File: src/rtl/rshift_deserializer_if.sv
// Serial-in / parallel-out bus between a bit-stream producer, the
// deserializer and the word consumer.
interface rshift_deserializer_if #(
    parameter int WIDTH = 8
);
    localparam int CW = $clog2(WIDTH);

    logic             sh_in;
    logic             sh_valid;
    logic             clr;
    logic [WIDTH-1:0] out;
    logic             out_valid;
    logic             out_ready;
    logic [CW-1:0]    bit_cnt;
    logic             busy;
    logic             overrun;

    modport master (
        output sh_in, sh_valid, clr, out_ready,
        input  out, out_valid, bit_cnt, busy, overrun
    );

    modport slave (
        input  sh_in, sh_valid, clr, out_ready,
        output out, out_valid, bit_cnt, busy, overrun
    );
endinterface

File: src/rtl/rshift_deserializer.sv
// Serial-to-parallel receiver: shifts WIDTH bits into a working register and
// hands each completed word to a double-buffered valid/ready holding register.
module rshift_deserializer #(
    parameter int WIDTH     = 8,
    parameter bit MSB_FIRST = 1'b1
) (
    input  logic                 clk,
    input  logic                 rst_n,
    rshift_deserializer_if.slave bus
);
    localparam int CW = $clog2(WIDTH);

    typedef enum logic {IDLE, SHIFT} state_t;

    state_t           state_q, state_d;
    logic [WIDTH-1:0] shreg_q, shreg_d;
    logic [WIDTH-1:0] out_q, out_d;
    logic [CW-1:0]    cnt_q, cnt_d;
    logic             valid_q, valid_d;
    logic             ovr_q, ovr_d;
    logic [WIDTH-1:0] shifted;
    logic             complete;

    always_comb begin
        if (MSB_FIRST) shifted = {shreg_q[WIDTH-2:0], bus.sh_in};
        else           shifted = {bus.sh_in, shreg_q[WIDTH-1:1]};
    end

    assign complete = bus.sh_valid && (cnt_q == CW'(WIDTH - 1));

    // NOTE: every next-state variable gets its hold value first so no path leaves it unassigned (no latch).
    always_comb begin
        state_d = state_q;
        shreg_d = shreg_q;
        out_d   = out_q;
        cnt_d   = cnt_q;
        valid_d = valid_q;
        ovr_d   = ovr_q;

        if (bus.clr) begin
            state_d = IDLE;
            shreg_d = '0;
            out_d   = '0;
            cnt_d   = '0;
            valid_d = 1'b0;
            ovr_d   = 1'b0;
        end else begin
            if (valid_q && bus.out_ready) valid_d = 1'b0;

            if (bus.sh_valid) begin
                shreg_d = shifted;
                if (complete) begin
                    cnt_d   = '0;
                    state_d = IDLE;
                    // Holding register is free if empty or being drained on this edge.
                    if (!valid_q || bus.out_ready) begin
                        out_d   = shifted;
                        valid_d = 1'b1;
                    end else begin
                        ovr_d = 1'b1;
                    end
                end else begin
                    cnt_d   = cnt_q + 1'b1;
                    state_d = SHIFT;
                end
            end
        end
    end

    // NOTE: sequential state uses non-blocking assignments so all registers update together.
    always_ff @(posedge clk or negedge rst_n) begin
        if (!rst_n) begin
            state_q <= IDLE;
            shreg_q <= '0;
            out_q   <= '0;
            cnt_q   <= '0;
            valid_q <= 1'b0;
            ovr_q   <= 1'b0;
        end else begin
            state_q <= state_d;
            shreg_q <= shreg_d;
            out_q   <= out_d;
            cnt_q   <= cnt_d;
            valid_q <= valid_d;
            ovr_q   <= ovr_d;
        end
    end

    assign bus.out       = out_q;
    assign bus.out_valid = valid_q;
    assign bus.bit_cnt   = cnt_q;
    assign bus.busy      = (state_q == SHIFT);
    assign bus.overrun   = ovr_q;

endmodule

File: src/flat_wrapper.sv
// flat-port wrapper written by rule: the top's interface ports become plain ports
module rshift_deserializer_flat 
#(
    parameter int WIDTH     = 8,
    parameter bit MSB_FIRST = 1'b1
)
  (clk, rst_n, bus_sh_in, bus_sh_valid, bus_clr, bus_out_ready, bus_out, bus_out_valid, bus_bit_cnt, bus_busy, bus_overrun);
  rshift_deserializer_if #(.WIDTH(WIDTH)) bus_i ();
  input  logic clk;
  input  logic rst_n;
  input wire logic [$bits(bus_i.sh_in)-1:0] bus_sh_in;
  input wire logic [$bits(bus_i.sh_valid)-1:0] bus_sh_valid;
  input wire logic [$bits(bus_i.clr)-1:0] bus_clr;
  input wire logic [$bits(bus_i.out_ready)-1:0] bus_out_ready;
  output wire logic [$bits(bus_i.out)-1:0] bus_out;
  output wire logic [$bits(bus_i.out_valid)-1:0] bus_out_valid;
  output wire logic [$bits(bus_i.bit_cnt)-1:0] bus_bit_cnt;
  output wire logic [$bits(bus_i.busy)-1:0] bus_busy;
  output wire logic [$bits(bus_i.overrun)-1:0] bus_overrun;
  assign bus_i.sh_in = bus_sh_in;
  assign bus_i.sh_valid = bus_sh_valid;
  assign bus_i.clr = bus_clr;
  assign bus_i.out_ready = bus_out_ready;
  assign bus_out = bus_i.out;
  assign bus_out_valid = bus_i.out_valid;
  assign bus_bit_cnt = bus_i.bit_cnt;
  assign bus_busy = bus_i.busy;
  assign bus_overrun = bus_i.overrun;
  rshift_deserializer #(.WIDTH(WIDTH), .MSB_FIRST(MSB_FIRST)) u_core (.clk(clk), .rst_n(rst_n), .bus(bus_i));
endmodule
File: config.mk
export PLATFORM = sky130hd
export DESIGN_NAME = rshift_deserializer_flat
export DESIGN_NICKNAME = d
export VERILOG_FILES = /design/src/rtl/rshift_deserializer_if.sv /design/src/rtl/rshift_deserializer.sv /design/src/flat_wrapper.sv
export SDC_FILE = /design/constraint.sdc
export NUM_CORES = 1
export LEC_CHECK = 0
export ABC_AREA = 1
export CORE_ASPECT_RATIO = 0.6
export CORE_MARGIN = 2
export CORE_UTILIZATION = 35
export DETAILED_ROUTE_END_ITERATION = 8
export PLACE_DENSITY = 0.56
export SYNTH_ARGS = -nofsm -noshare
export SYNTH_HDL_FRONTEND = slang
export SYNTH_SLANG_ARGS = --single-unit
export TNS_END_PERCENT = 50
File: constraint.sdc
create_clock -name clk -period 1.4 [get_ports clk]
set_input_delay 0.28 -clock clk [delete_from_list [all_inputs] [get_ports clk]]
set_output_delay 0.28 -clock clk [all_outputs]
set_load 0.005 [all_outputs]
* Word level (Yosys, flattened, before mapping)
Cells that the tools add are included.
** Word-level totals
- Register bits after elaboration :: 21
- Input bits :: 6
- Output and inout bits :: 14
- Logic and storage cells :: 39
** Operators by class
- $add $sub $neg :: 1
- Equal/unequal tests :: 2
- Multiplexer cells :: 21
- Reductions and logical operators :: 9
** Operators with widths (number)
- 8-bit two-way mux :: 4
- 7-bit two-way mux :: 2
- 1-bit two-way mux :: 12
- 3-bit two-way mux :: 3
- 3-bit AND reduction :: 2
- 2-bit nonzero test :: 3
- 3-bit by 1-bit adder with 3-bit output (second input constant) :: 1
- 3-bit equality test (second input constant) :: 1
- 1-bit logical AND :: 2
- 2-bit inequality test (second input constant) :: 1
- 1-bit logical NOT :: 1
- 1-bit logical OR :: 1

* Logic depth before layout (Yosys ltp)
- Word-level depth :: 6
- Gate-level depth with buffers :: 7

* Worst setup path after synthesis
Ideal clock, no wire load.
- Path kind :: flip-flop to flip-flop
- Start point :: reg u_core.cnt_q[0] (netlist: u_core.bus.bit_cnt[0])
- End point :: reg u_core.out_q[3] (netlist: u_core.bus.out[3])
- Library setup time :: 65 ps
- Data arrival time :: 1179 ps
- Slack :: 156 ps
- Cell stages (with the launch flop) :: 8
- Buffers on the path :: 0
- Period minus slack after synthesis :: 1244 ps
- Cells stage by stage :: dfrtp_1 ha_1 ha_1 nand2_8 nand2_8 nand2_4 nand2_1 nand2_1
** On the way
- Cells in the longest elaborated chain, start to end :: 4
** RTL lines
- start, declared :: RTL line rshift_deserializer.sv:18 : logic [CW-1:0] cnt_q, cnt_d;
- start signal, assigned :: RTL line rshift_deserializer.sv:83 : cnt_q <= cnt_d;
- 3-bit equality test :: RTL line rshift_deserializer.sv:29 : assign complete = bus.sh_valid && (cnt_q == CW'(WIDTH - 1));
- 1-bit logical AND :: RTL line rshift_deserializer.sv:29
- 2-bit nonzero test (no line)
- 3-bit AND reduction (no line)
- end signal, assigned :: RTL line rshift_deserializer.sv:82 : out_q <= out_d;
- end, declared :: RTL line rshift_deserializer.sv:17 : logic [WIDTH-1:0] out_q, out_d;
Every way passes these cells.
A chain may end at the register's enable or synchronous reset.

* Worst setup path in the final report
- Start point :: reg u_core.cnt_q[0] (netlist: u_core.bus.bit_cnt[0])
- End point :: reg u_core.out_q[1] (netlist: u_core.bus.out[1])
Same word-level chain as after synthesis.

==> run_results.csv <==
group,metric,value,unit
run_status,result_of_the_run,"finished clean",
sta,final-setup-viol-count,0,
die,fp.dieW,72.0,um
yosys,syn-instance-count,99,
place,place_congestion,0.756,
sta,fin_worst_skew,0.00356,ns
power,p_leak,0.753,nW
clock_tree,tritoncts_num_sinks,21,
hold_path,min_path_type,"in2async",
die,placement_rows,14,
sta,final_hold_viol_count,0,
sta,maxSlewViolCount,0,
clock_tree,clock_tree.root_cell,"sky130_fd_sc_hd__clkbuf_8",
critical_path,critical_path_required,1.60,ns
sta,relSlewSlack,82.3,%
global_routing,grt_ovf,0,
sta,maxClockFrequency,0.772,GHz
die,total_die_area,3230,um^2
layout,fillCellCount,242,
critical_path,worst_path_dominant_cell_family,"adder cells",
clock_tree,clock_latency,0.26,ns
flow_run,drv.max_cap_violation_count,0,
critical_path,cp-start-kind,"flop",
die,io_count,20,
critical_path,worstSetupPathType,"reg2reg",
power,ir_worst_vdd,0.420,mV
route,post_detailed_route_wirelength_per_cell,12.0,um
die,initial_utilization,37.7,%
power,power,1.14,mW
clock_tree,cts_hold_repair.buffers,0,
layout,final_net_count,135,
layout,seq_area,526,um^2
clock_tree,cts.path.max_buffers,2,
global_routing,grt_start_max_net_pins,22,
die,fp.dieH,44.8,um
sta,worst_margin_slew,0.265,ns
global_routing,number_of_antenna_violations_at_the_first_check_in_global_routing,0,
critical_path,r2r_setup_slack,0.11,ns
critical_path,timing.critical_path.to_type,"flop",
route,initialDrtViolationCount,58,
route,route.vias.total,758,
place,placement.cell_area,1230,um^2
route,drt-pass1-iter-count,4,
power,power_per_cell_area,879,nW/um^2
route,post-route-drc-count,0,
yosys,yosys_warnings,0,
yosys,synthesis.area_per_instance,9.81,um^2
layout,fraction_of_layout_cells_with_a_size_suffix_above_1,15.9,%
sta,period_share,92.5,%
die,fp.coreArea,2570,um^2
critical_path,worstPathArrival,1.49,ns
yosys,synth_fp_nets,107,
sta,finalHoldWorstSlack,0.365,ns
critical_path,path_cells,"ha_1 -> ha_2 -> nand2_8 -> nand2_8 -> nand2_4 -> nand2_1 -> nand2_1",
critical_path,timing.critical_path.fanout_max,8,
global_routing,grt_first_pass_wirelength,3380,um
sta,final_critical_path_time_including_i_o_delays_and_setup,1.29,ns
critical_path,worst_path_largest_cell_delay,0.42,ns
layout,multi_input_area,379,um^2
sta,rsz_0062_raised_after_global_routing,"no",
layout,post-route-cell-area,1300,um^2
global_routing,grt_overall_usage,13.9,%
place,portBuffers,19,
place,post-dp-hpwl,1390,um
clock_tree,clkTransAtPathRegs,0.08,ns
route,route.antenna.remaining_nets,0,
yosys,synth.distinct_cells,18,
critical_path,critical_path.n_buffers_inverters,0,
yosys,number_of_register_bits_inferred_by_synthesis,21,
place,pre_cts_ws,-0.0342,ns
layout,flow.area_growth_from_synthesis,33.6,%
layout,antennaDiodeCount,0,
yosys,netlist_area,971,um^2
global_routing,vias_in_the_first_global_route,745,
critical_path,timing.critical_path.slowest_stage_cell,"sky130_fd_sc_hd__dfrtp_1",
clock_tree,tritoncts,"done",
route,avgViaCountPerCell,4.80,
clock_tree,numCtsBuffers,3,
route,totalWireLength,1900,um
sta,setup_ws,0.105,ns
sta,setup_total_negative_slack,0,ns
clock_tree,clock_tree.htree_level_count,1,
yosys,seq_total_area_yosys,54.1,%
==> cell usage after synthesis <==
master	n	area [um^2]
sky130_fd_sc_hd__inv_1	6	22.5
sky130_fd_sc_hd__nand2_8	2	40.0
sky130_fd_sc_hd__o21ai_0	4	20.0
sky130_fd_sc_hd__nand3_1	9	45.0
sky130_fd_sc_hd__nand3_4	1	17.5
sky130_fd_sc_hd__dfrtp_1	21	526
sky130_fd_sc_hd__inv_2	2	7.51
sky130_fd_sc_hd__nand2_1	33	124
sky130_fd_sc_hd__ha_1	2	25.0
sky130_fd_sc_hd__nor2_8	1	20.0
sky130_fd_sc_hd__inv_12	1	16.3
sky130_fd_sc_hd__a21oi_1	3	15.0
sky130_fd_sc_hd__nor2_1	6	22.5
sky130_fd_sc_hd__nor2_4	1	11.3
sky130_fd_sc_hd__o21ai_1	3	15.0
sky130_fd_sc_hd__nand2_4	1	11.3
sky130_fd_sc_hd__buf_6	2	22.5
sky130_fd_sc_hd__nand3_2	1	10.0
==> what timing repair did <==
action,4_1_cts,5_1_grt
setup endpoints to repair,11,13
buffers inserted,3,0
cloned,0,0
resized for setup,9,6
==> metal layers <==
metal	share of wire [%]	track usage, %
met1	51	19.3
met2	43	21.7
met3	5.7	5.58
met4	0.37	1.13
met5	0	0
==> where the power goes <==
group | switching (mW) | internal (mW)
Sequential | 0.00960 | 0.619
Combinational | 0.0649 | 0.0521
Clock | 0.192 | 0.202
==> worst register-to-register path, delay by kind of cell (launching register included) <==
| family | cells | cell delay (ns) |
|---|---|---|
| fa+ha+maj | 2 | 0.43 |
| simple gates | 5 | 0.40 |
| flops | 1 | 0.42 |
==> stage by stage <==
step           cells  util [%]
3_3_place_gp     151      47.6
3_5_place_dp     151      47.6
2_1_floorplan     99         -
6_report         158      50.4
4_1_cts          158      49.8
5_1_grt          158      50.4
==> layout make-up <==
cell class | instances | area share (%)
Multi-Input combinational cell | 67 | 29.2
Clock buffer | 4 | 3.47
Timing Repair Buffer | 25 | 20.2
Tap cell | 32 | 3.09
Sequential cell | 21 | 40.5
Inverter | 9 | 3.57
==> flip-flops by register name, summed over array words and instances, names as in the netlist <==
register	count
u_core.bus.busy	1
u_core.bus.overrun	1
u_core.bus.bit_cnt	3
u_core.bus.out_valid	1
u_core.bus.out	8
u_core.shreg_q	7
==> cell usage in the layout, fill, tap and decap left out, types with 3 or more instances in the layout <==
cell / instances
sky130_fd_sc_hd__clkbuf_8: 3
sky130_fd_sc_hd__o21ai_1: 3
sky130_fd_sc_hd__dlygate4sd2_1: 9
sky130_fd_sc_hd__nor2_1: 6
sky130_fd_sc_hd__dlymetal6s2s_1: 5
sky130_fd_sc_hd__a21oi_1: 3
sky130_fd_sc_hd__dfrtp_1: 21
sky130_fd_sc_hd__nand3_1: 9
sky130_fd_sc_hd__clkdlybuf4s50_1: 5
sky130_fd_sc_hd__buf_4: 4
sky130_fd_sc_hd__nand2_1: 33
sky130_fd_sc_hd__o21ai_0: 4
sky130_fd_sc_hd__inv_1: 6
==> path summary, 6_finish.rpt <==
check,start,to,cells after the start
max,u_core.bus.bit_cnt[0]$_DFFE_PN0P_,u_core.bus.out[1]$_DFFE_PN0P_,7
min,rst_n,u_core.shreg_q[4]$_DFFE_PN0P_,2
max reg2reg,u_core.bus.bit_cnt[0]$_DFFE_PN0P_,u_core.bus.out[1]$_DFFE_PN0P_,7
min reg2reg,u_core.bus.out[7]$_DFFE_PN0P_,u_core.bus.out[7]$_DFFE_PN0P_,2
max in group asynchronous,rst_n,u_core.bus.out[0]$_DFFE_PN0P_,2
min in group clk,u_core.bus.out[7]$_DFFE_PN0P_,u_core.bus.out[7]$_DFFE_PN0P_,2
==> logic make-up (layout without fill, tap and decap cells) <==
group | after synthesis | after routing | share of synthesized area, %
compound gates | 10 | 10 | 5.15
simple gates | 55 | 55 | 31.1
flops | 21 | 21 | 54.1
buf+inv | 11 | 38 | 7.09
fa+ha+maj | 2 | 2 | 2.58
Note: power is estimated with default switching activity, not from simulation.
